$ cat src/rtl/weight_stream_feeder.sv
// Purpose : pops weight words from the 128-in/64-out weight FIFO and streams them to the PE-array
//           weight port, framed into kernels (o_weight_last) and layers (o_layer_last + o_done).
// Latency : first o_weight_valid 2 cycles after the first o_fifo_rden; 1 word/cycle sustained.
// Backpr. : valid/ready; a 2-entry skid buffer absorbs the FIFO read latency, head held while stalled.
//
// Ports:
//   system_clk, rst_n              clock, asynchronous active-low reset
//   i_start, i_words_per_kernel,   start pulse (ignored unless idle) and layer configuration;
//   i_kernel_num                   a zero in either field is treated as 1
//   o_fifo_rden, i_fifo_rddata,    FIFO read port; data arrives the cycle after an accepted read
//   i_fifo_empty
//   o_weight_valid/_data/_last,    output stream with kernel-last and layer-last flags
//   o_layer_last, i_weight_ready
//   o_busy, o_done                 layer in progress, one-cycle completion pulse
module weight_stream_feeder #(
    parameter int DATA_W  = 64,
    parameter int KWORD_W = 10,
    parameter int KNUM_W  = 12
) (
    input  logic               system_clk,
    input  logic               rst_n,
    input  logic               i_start,
    input  logic [KWORD_W-1:0] i_words_per_kernel,
    input  logic [KNUM_W-1:0]  i_kernel_num,
    output logic               o_fifo_rden,
    input  logic [DATA_W-1:0]  i_fifo_rddata,
    input  logic               i_fifo_empty,
    output logic               o_weight_valid,
    output logic [DATA_W-1:0]  o_weight_data,
    output logic               o_weight_last,
    output logic               o_layer_last,
    input  logic               i_weight_ready,
    output logic               o_busy,
    output logic               o_done
);

    typedef enum logic [1:0] {
        S_IDLE  = 2'd0,
        S_RUN   = 2'd1,
        S_DRAIN = 2'd2,
        S_DONE  = 2'd3
    } state_t;

    typedef struct packed {
        logic [DATA_W-1:0] dat;
        logic              klast;
        logic              llast;
    } entry_t;

    state_t state, state_nxt;

    // Configuration is stored as "last index" so no adder sits on the compare path.
    logic [KWORD_W-1:0] wpk_m1;
    logic [KNUM_W-1:0]  knum_m1;
    logic [KWORD_W-1:0] word_cnt;
    logic [KNUM_W-1:0]  kern_cnt;

    logic   inflight;
    logic   inflight_klast;
    logic   inflight_llast;
    logic [1:0] occ;
    entry_t head;
    entry_t tail;
    entry_t cap_entry;

    logic start_acc;
    logic rd_acc;
    logic hs;
    logic issue_klast;
    logic issue_llast;
    logic [1:0] committed;

    assign start_acc   = (state == S_IDLE) && i_start;
    assign issue_klast = (word_cnt == wpk_m1);
    assign issue_llast = issue_klast && (kern_cnt == knum_m1);

    assign o_weight_valid = (occ != 2'd0);
    assign o_weight_data  = head.dat;
    assign o_weight_last  = o_weight_valid && head.klast;
    assign o_layer_last   = o_weight_valid && head.llast;
    assign hs             = o_weight_valid && i_weight_ready;

    // Entries the buffer will hold once this cycle's handshake retires the head; counting the
    // handshake as free space is what lets a read issue every cycle with ready held high.
    // hs implies occ >= 1, so the subtraction never wraps; occ + inflight never exceeds 2.
    assign committed = occ + {1'b0, inflight} - {1'b0, hs};

    // RUN is only ever occupied while words remain to be issued, so no separate issued<total term.
    assign o_fifo_rden = (state == S_RUN) && !i_fifo_empty && (committed < 2'd2);
    assign rd_acc      = o_fifo_rden;

    assign cap_entry = {i_fifo_rddata, inflight_klast, inflight_llast};

    // ---------------------------------------------------------------- configuration and issue counters
    always_ff @(posedge system_clk or negedge rst_n) begin
        if (!rst_n) begin
            wpk_m1   <= '0;
            knum_m1  <= '0;
            word_cnt <= '0;
            kern_cnt <= '0;
        end else if (start_acc) begin
            wpk_m1   <= (i_words_per_kernel == '0) ? '0 : i_words_per_kernel - KWORD_W'(1);
            knum_m1  <= (i_kernel_num == '0) ? '0 : i_kernel_num - KNUM_W'(1);
            word_cnt <= '0;
            kern_cnt <= '0;
        end else if (rd_acc) begin
            if (issue_klast) begin
                word_cnt <= '0;
                kern_cnt <= kern_cnt + KNUM_W'(1);
            end else begin
                word_cnt <= word_cnt + KWORD_W'(1);
            end
        end
    end

    // ---------------------------------------------------------------- read in flight (FIFO latency)
    // Flags are decided at issue time and travel with the read so they line up with its data.
    always_ff @(posedge system_clk or negedge rst_n) begin
        if (!rst_n) begin
            inflight       <= 1'b0;
            inflight_klast <= 1'b0;
            inflight_llast <= 1'b0;
        end else begin
            inflight       <= rd_acc;
            inflight_klast <= issue_klast;
            inflight_llast <= issue_llast;
        end
    end

    // ---------------------------------------------------------------- 2-entry skid buffer
    always_ff @(posedge system_clk or negedge rst_n) begin
        if (!rst_n) begin
            occ  <= 2'd0;
            head <= '0;
            tail <= '0;
        end else if (inflight && hs) begin
            // Capture and retire together: occupancy holds, entries shift.
            if (occ == 2'd2) begin
                head <= tail;
                tail <= cap_entry;
            end else begin
                head <= cap_entry;
            end
        end else if (inflight) begin
            if (occ == 2'd0) begin
                head <= cap_entry;
            end else begin
                tail <= cap_entry;
            end
            occ <= occ + 2'd1;
        end else if (hs) begin
            head <= tail;
            occ  <= occ - 2'd1;
        end
    end

    // ---------------------------------------------------------------- layer FSM
    always_ff @(posedge system_clk or negedge rst_n) begin
        if (!rst_n) begin
            state <= S_IDLE;
        end else begin
            state <= state_nxt;
        end
    end

    always_comb begin
        state_nxt = state;
        o_busy    = 1'b0;
        o_done    = 1'b0;
        case (state)
            S_IDLE: begin
                if (i_start) begin
                    state_nxt = S_RUN;
                end
            end
            S_RUN: begin
                o_busy = 1'b1;
                if (rd_acc && issue_llast) begin
                    state_nxt = S_DRAIN;
                end
            end
            S_DRAIN: begin
                o_busy = 1'b1;
                if (hs && head.llast) begin
                    state_nxt = S_DONE;
                end
            end
            S_DONE: begin
                o_done    = 1'b1;
                state_nxt = S_IDLE;
            end
            default: begin
                state_nxt = S_IDLE;
            end
        endcase
    end

endmodule
$ cat config.mk
export PLATFORM = sky130hd
export DESIGN_NAME = weight_stream_feeder
export DESIGN_NICKNAME = d
export VERILOG_FILES = /design/src/rtl/weight_stream_feeder.sv
export SDC_FILE = /design/constraint.sdc
export NUM_CORES = 1
export LEC_CHECK = 0
export ABC_CLOCK_PERIOD_IN_PS = 3200
export CAP_MARGIN = 20
export CORE_AREA = 3 3 148 150
export CTS_CLUSTER_DIAMETER = 50
export DETAILED_ROUTE_END_ITERATION = 6
export DIE_AREA = 0 0 151 153
export GPL_TIMING_DRIVEN = 0
export HOLD_SLACK_MARGIN = 0.05
export PLACE_DENSITY = 0.77
export SYNTH_ARGS = -nofsm -noshare
export SYNTH_HDL_FRONTEND = slang
export SYNTH_SLANG_ARGS = --single-unit
$ cat constraint.sdc
create_clock -name system_clk -period 3.2 [get_ports system_clk]
set_input_delay 0.64 -clock system_clk [delete_from_list [all_inputs] [get_ports system_clk]]
set_output_delay 0.64 -clock system_clk [all_outputs]
set_load 0.02 [all_outputs]
* After elaboration in Yosys (flattened, before gate mapping)
Cells that the tools add are included.
W data, S select, Z words.
** Storage, ports and cells
- Bits in registers :: 183
- Bits in writable memories :: 0
- Output and inout bits :: 70
- Input bits :: 91
- Memory bits (read-only) :: 0
- Latch bits :: 0
- Memories :: 0
** Cells by class
- Div/mod/pow operators :: 0
- Add/subtract/negate cells :: 8
- Eq/ne operators :: 12
- $mul :: 0
- Bitwise gates (word level) :: 1
- Shift-type cells :: 0
- Magnitude comparators :: 1
- Reductions and logical operators :: 27
- Mux-type cells :: 25
** Operators by type and width (number)
- $mux W66 :: 9
- $mux W12 :: 4
- $mux W10 :: 4
- $add A12 B1 Y12 const B :: 1
- $eq A12 B12 Y1 :: 1
- $logic_not A12 Y1 :: 1
- $sub A12 B1 Y12 const B :: 1
- $add A10 B1 Y10 const B :: 1
- $eq A10 B10 Y1 :: 1
- $logic_and A1 B1 Y1 :: 10
- $logic_not A10 Y1 :: 1
- $mux W2 :: 5
- $reduce_bool A2 Y1 :: 5
- $sub A10 B1 Y10 const B :: 1
- $pmux W2 S4 :: 1
- $eq A2 B2 Y1 const B :: 3
- $ne A2 B2 Y1 const B :: 3
- $reduce_and A2 Y1 :: 3
- $reduce_and A3 Y1 :: 2
- $logic_not A2 Y1 :: 2
- $ne A2 B1 Y1 const B :: 2
- $ne A3 B1 Y1 const B :: 1
- $reduce_bool A3 Y1 :: 1
- $add A2 B1 Y2 :: 1
- other kinds (9) :: 10

* Longest topological paths before layout
Gate-level depths: netlist of run 1.
- Depth in word-level cells :: 8
- Mapped depth :: 9
- Depth with buffers taken out :: 8

* Worst setup path before layout of run 1
Ideal clock, no wire load.
- Path kind :: input to register
- Start :: input port i_weight_ready
- End :: register state[1]
- Path buffers :: 1
- Slack :: 0.832 ns
- Arrival :: 2.243 ns
- Setup time :: 0.125 ns
- Data required time :: 3.075 ns
- Stages :: 7
- Path through :: and2b_2 mux2_2 and2_1 clkbuf_1 a32oi_1 a21oi_1 mux2_2
** On the way
- Word-level cells in the longest chain between the ends :: 7
- Elaborated cells between the ends (all ways) :: 9
- Those cells by class :: add/sub: 1; order compare: 1; eq/ne: 2; reduce/logical: 5
** Ends and longest elaborated chain
- start, declared :: line 32 : input logic i_weight_ready,
- $logic_and A1 B1 Y1 :: line 81 : assign hs = o_weight_valid && i_weight_ready;
- $sub A2 B1 Y2 :: line 86 : assign committed = occ + {1'b0, inflight} - {1'b0, hs};
- $lt A2 B2 Y1 :: line 89 : assign o_fifo_rden = (state == S_RUN) && !i_fifo_empty && (committed < 2'd2);
- $logic_and A1 B1 Y1 :: line 89
- named net o_fifo_rden :: line 25 : output logic o_fifo_rden,
- $logic_and A1 B1 Y1 :: line 178 : if (rd_acc && issue_llast) begin
- $ne A2 B1 Y1 (no source line)
- $reduce_and A3 Y1 (no source line)
- end signal, assigned :: line 162 : state <= state_nxt;
- end, declared :: line 50 : state_t state, state_nxt;
The timed path passes the listed nets, and every way through them passes these cells.
A chain may end at the register's enable or synchronous reset.

* Final worst setup path of run 1
- Start :: input port i_weight_ready
- End :: output port o_fifo_rden
** On the way
- Word-level cells in the longest chain between the ends :: 4
** Ends and longest elaborated chain (line)
- $logic_and A1 B1 Y1 :: 81
- $sub A2 B1 Y2 :: 86
- $lt A2 B2 Y1 :: 89
- $logic_and A1 B1 Y1 :: 89
- end, declared :: 25
No other way between the ends.

==> results of run 1 <==
[per-stage QoR]
step | TNS (ns) | setup WS (ns) | util
after floorplan | 0 | 0.832 | -
after global placement | -1130.67 | -6.18 | 0.519
after detailed placement | -3.25 | -0.354 | 0.521
after CTS | 0 | 0.0520 | 0.548
after global routing | 0 | 0.0268 | 0.548
final | 0 | 0.0778 | 0.548
[synthesized netlist by cell type (2+ instances only)]
library cell	n
dfrtp_1	183
nand2_1	110
o21ai_0	94
mux2i_1	71
mux2_2	68
buf_4	64
xnor2_1	27
xor2_1	26
clkbuf_1	25
nor2_1	24
nand3_1	13
buf_2	11
ha_1	11
inv_1	11
a21oi_1	10
nor4_1	8
nand2b_1	7
nor3_1	7
or4_1	5
and2_1	3
nand3b_1	3
nand4_1	3
nor2b_1	3
o31ai_1	3
and3_1	2
buf_6	2
nand4b_1	2
[placed cells by master (no fill, tap or decap), drive strengths merged, types with 2 or more instances in the layout]
| cell type | n |
|---|---|
| ha | 11 |
| o21ai | 94 |
| nor4 | 9 |
| inv | 13 |
| nand4b | 2 |
| nand4 | 3 |
| xor2 | 26 |
| buf | 80 |
| mux2i | 71 |
| clkinvlp | 2 |
| nor3 | 7 |
| nand3b | 3 |
| nand2 | 110 |
| or4 | 6 |
| nor2b | 3 |
| clkinv | 6 |
| nor2 | 24 |
| clkdlybuf4s50 | 158 |
| a21oi | 10 |
| nand2b | 7 |
| and2 | 3 |
| or3 | 2 |
| xnor2 | 27 |
| and3 | 2 |
| nand3 | 13 |
| clkbuf | 44 |
| dfrtp | 183 |
| o31ai | 3 |
| mux2 | 68 |
[kinds of logic after synthesis]
family / share of synthesized area
flip-flops: 0.516
XOR/XNOR: 0.0523
buffers and inverters: 0.0786
AO/OA/AOI/OAI: 0.0660
multiplexers: 0.166
AND/OR/NAND/NOR: 0.105
adder cells (fa/ha/maj): 0.0155
[what timing repair did]
item                       CTS  global route
hold endpoints to repair     0             0
setup endpoints to repair    1             1
buffers inserted             0             0
resized for setup            1             1
[layer usage]
| metal | wire, um | GRT usage | part of all wire | vias up |
|---|---|---|---|---|
| met5 | 0 | 0 | 0 | - |
| met4 | 307 | 0.0497 | 0.016 | 0 |
| met3 | 1140 | 0.0347 | 0.060 | 24 |
| met2 | 9380 | 0.282 | 0.49 | 151 |
| met1 | 8280 | 0.220 | 0.43 | 2997 |
| li1 | - | - | - | 3062 |
[path summary, 6_finish.rpt]
kind	startpoint	endpoint	cells after the start
setup / recovery	i_weight_ready	o_fifo_rden	5
hold / removal	rst_n	o_weight_data[32]	1
setup reg to reg	occ[1]	o_weight_data[62]	5
hold reg to reg	o_weight_data[12]	o_weight_data[12]	2
max in group asynchronous	rst_n	kern_cnt[3]	2
min in group system_clk	o_weight_data[12]	o_weight_data[12]	2
[power by group through the flow]
stage	clock [mW]	combinational [mW]	sequential, mW
floorplan	0	2.61	3.58
global placement	0	3.78	3.67
detailed placement	0	3.89	3.71
CTS	2.05	3.90	3.67
global route	2.15	4.25	3.77
finish	1.99	3.83	3.67
[registers in the layout, summed over array words and instances, names as in the netlist]
name,cells
o_weight_data,64
inflight,1
head,2
wpk_m1,10
occ,2
knum_m1,12
state,2
tail,66
inflight_klast,1
kern_cnt,12
word_cnt,10
inflight_llast,1
[layout make-up]
type                       count  area (um2)  share of cell area
buffer                       102         652              0.0572
clock buffer                  20         457              0.0401
clock inverter                11         100             0.00878
inverter                      11        41.3             0.00362
multi-input combinational    514        3600               0.315
sequential                   183        4580               0.402
tap                          275         344              0.0302
timing repair buffer         161        1630               0.143
==> metrics.cfg, run 1 <==
[power_and_ir_drop]
fin_total_pwr_mw = 9.49
p_clk_frac = 0.209
p_per_area_nw_per_um2 = 833
ir_worst_vdd_mv = 0.466
pwr-share-seq = 0.387
swShare = 0.339
power.switching_mw = 3.22
p_int_mw = 6.27
power.share.combinational = 0.404
leakagePower_nw = 5.49

[setup_path]
cp.arrival_ns = 2.48
start_kind = input pin
crit_required_ns = 2.56
reg2reg_slack_ns = 0.55
worst-path-max-fanout = 8
slowest_delay_ns = 0.56
path_class = in -> out
endpoint_kind = output port
path_cells = clkdlybuf4s50_1 > and2b_2 > mux2_2 > and2_2 > dlygate4sd2_1
crit_buf_inv = 2
slowest_stage = clkdlybuf4s50_1
cpLargestDelayFamily = buffers and inverters

[yosys]
netlist.area_leader.share = 0.516
synth_cell_types = 42
yosys.area.top_type = dfrtp_1
synthArstFlopShare = 1.00
syn_nets = 913
synthTopCellsByArea = dfrtp_1 (52%), mux2_2 (8.6%), mux2i_1 (8.0%)
avgSynthCellArea_um2 = 10.9
synthFlopType = dfrtp_1
synth_edf_count = 0
seq_area_frac_synth = 0.516
synth_seq_cells = 183
yosysWarnings = 0
synthCells = 811
synth_area_um2 = 8870

[finish]
finalInstanceArea_um2 = 11400
drive_gt1_frac = 0.185
area_delta_synth_final_pct = 28.5
finalNonFillerCells = 1277
fill_cells = 1829
n_antenna_cell = 0
nets = 1092

[die]
rows = 53
design.die.area_um2 = 23100
ios = 161
start_util = 0.426
die_h_um = 153
die_w_um = 151
core_um2 = 20800

[placement]
post-place-cells = 1247
dp_hpwl_mm = 14.2
io_buffers = 160
placed_area_um2 = 10800
place.gp.congestion = 0.778

[clock_tree]
postCtsHoldBufs = 0
clockBufferDepth = 2
clk_latency_ns = 0.43
clkTransAtPathRegs_ns = 0.06
cts_buffers = 17
cts_root_buf = clkbuf_16
cts_sinks = 183
cts_tree = done
htree_levels = 4

[grt]
grt_first_pass_wirelength_mm = 31.3
antenna_found_initial = 0
grt_pass1_vias = 6256
grt_usage = 0.168
grt_max_degree = 104
globalRouteOverflowTotal = 0

[sta]
drv_slew = 0
worstMarginPinSlew_ns = 0.775
clock_skew_ns = 0.0122
finalCritPeriodShare = 0.976
holdWs_ns = 0.190
min_period_ns = 3.12
grt_setup_unrepaired = false
finalHoldViolCount = 0
final-setup-viol-count = 0
fmax_ghz = 0.320
maxSlewHeadroom = 0.479

[run]
cap_violations = 0

[status]
status = complete, no violations

[route]
post_drt_wl_per_cell_um = 15.0
viasPerCell = 4.88
dr.pass1.iters = 7
route.detailed.drc = 0
vias = 6234
wirelength_mm = 19.1
ant_nets = 0
drtIter0Drc = 295

[min_path]
hold_path_class = in -> async

Note: power is estimated with default switching activity, not from simulation.
==> run 2, diff against run 1 <==
--- a/config.mk
+++ b/config.mk
@@ -6,7 +6,6 @@
 export NUM_CORES = 1
 export LEC_CHECK = 0
 export ABC_CLOCK_PERIOD_IN_PS = 3200
-export CAP_MARGIN = 20
 export CORE_AREA = 3 3 148 150
 export CTS_CLUSTER_DIAMETER = 50
 export DETAILED_ROUTE_END_ITERATION = 6
==> results of run 2 <==
Final layout, timing and power as in run 1 (identical DEF).
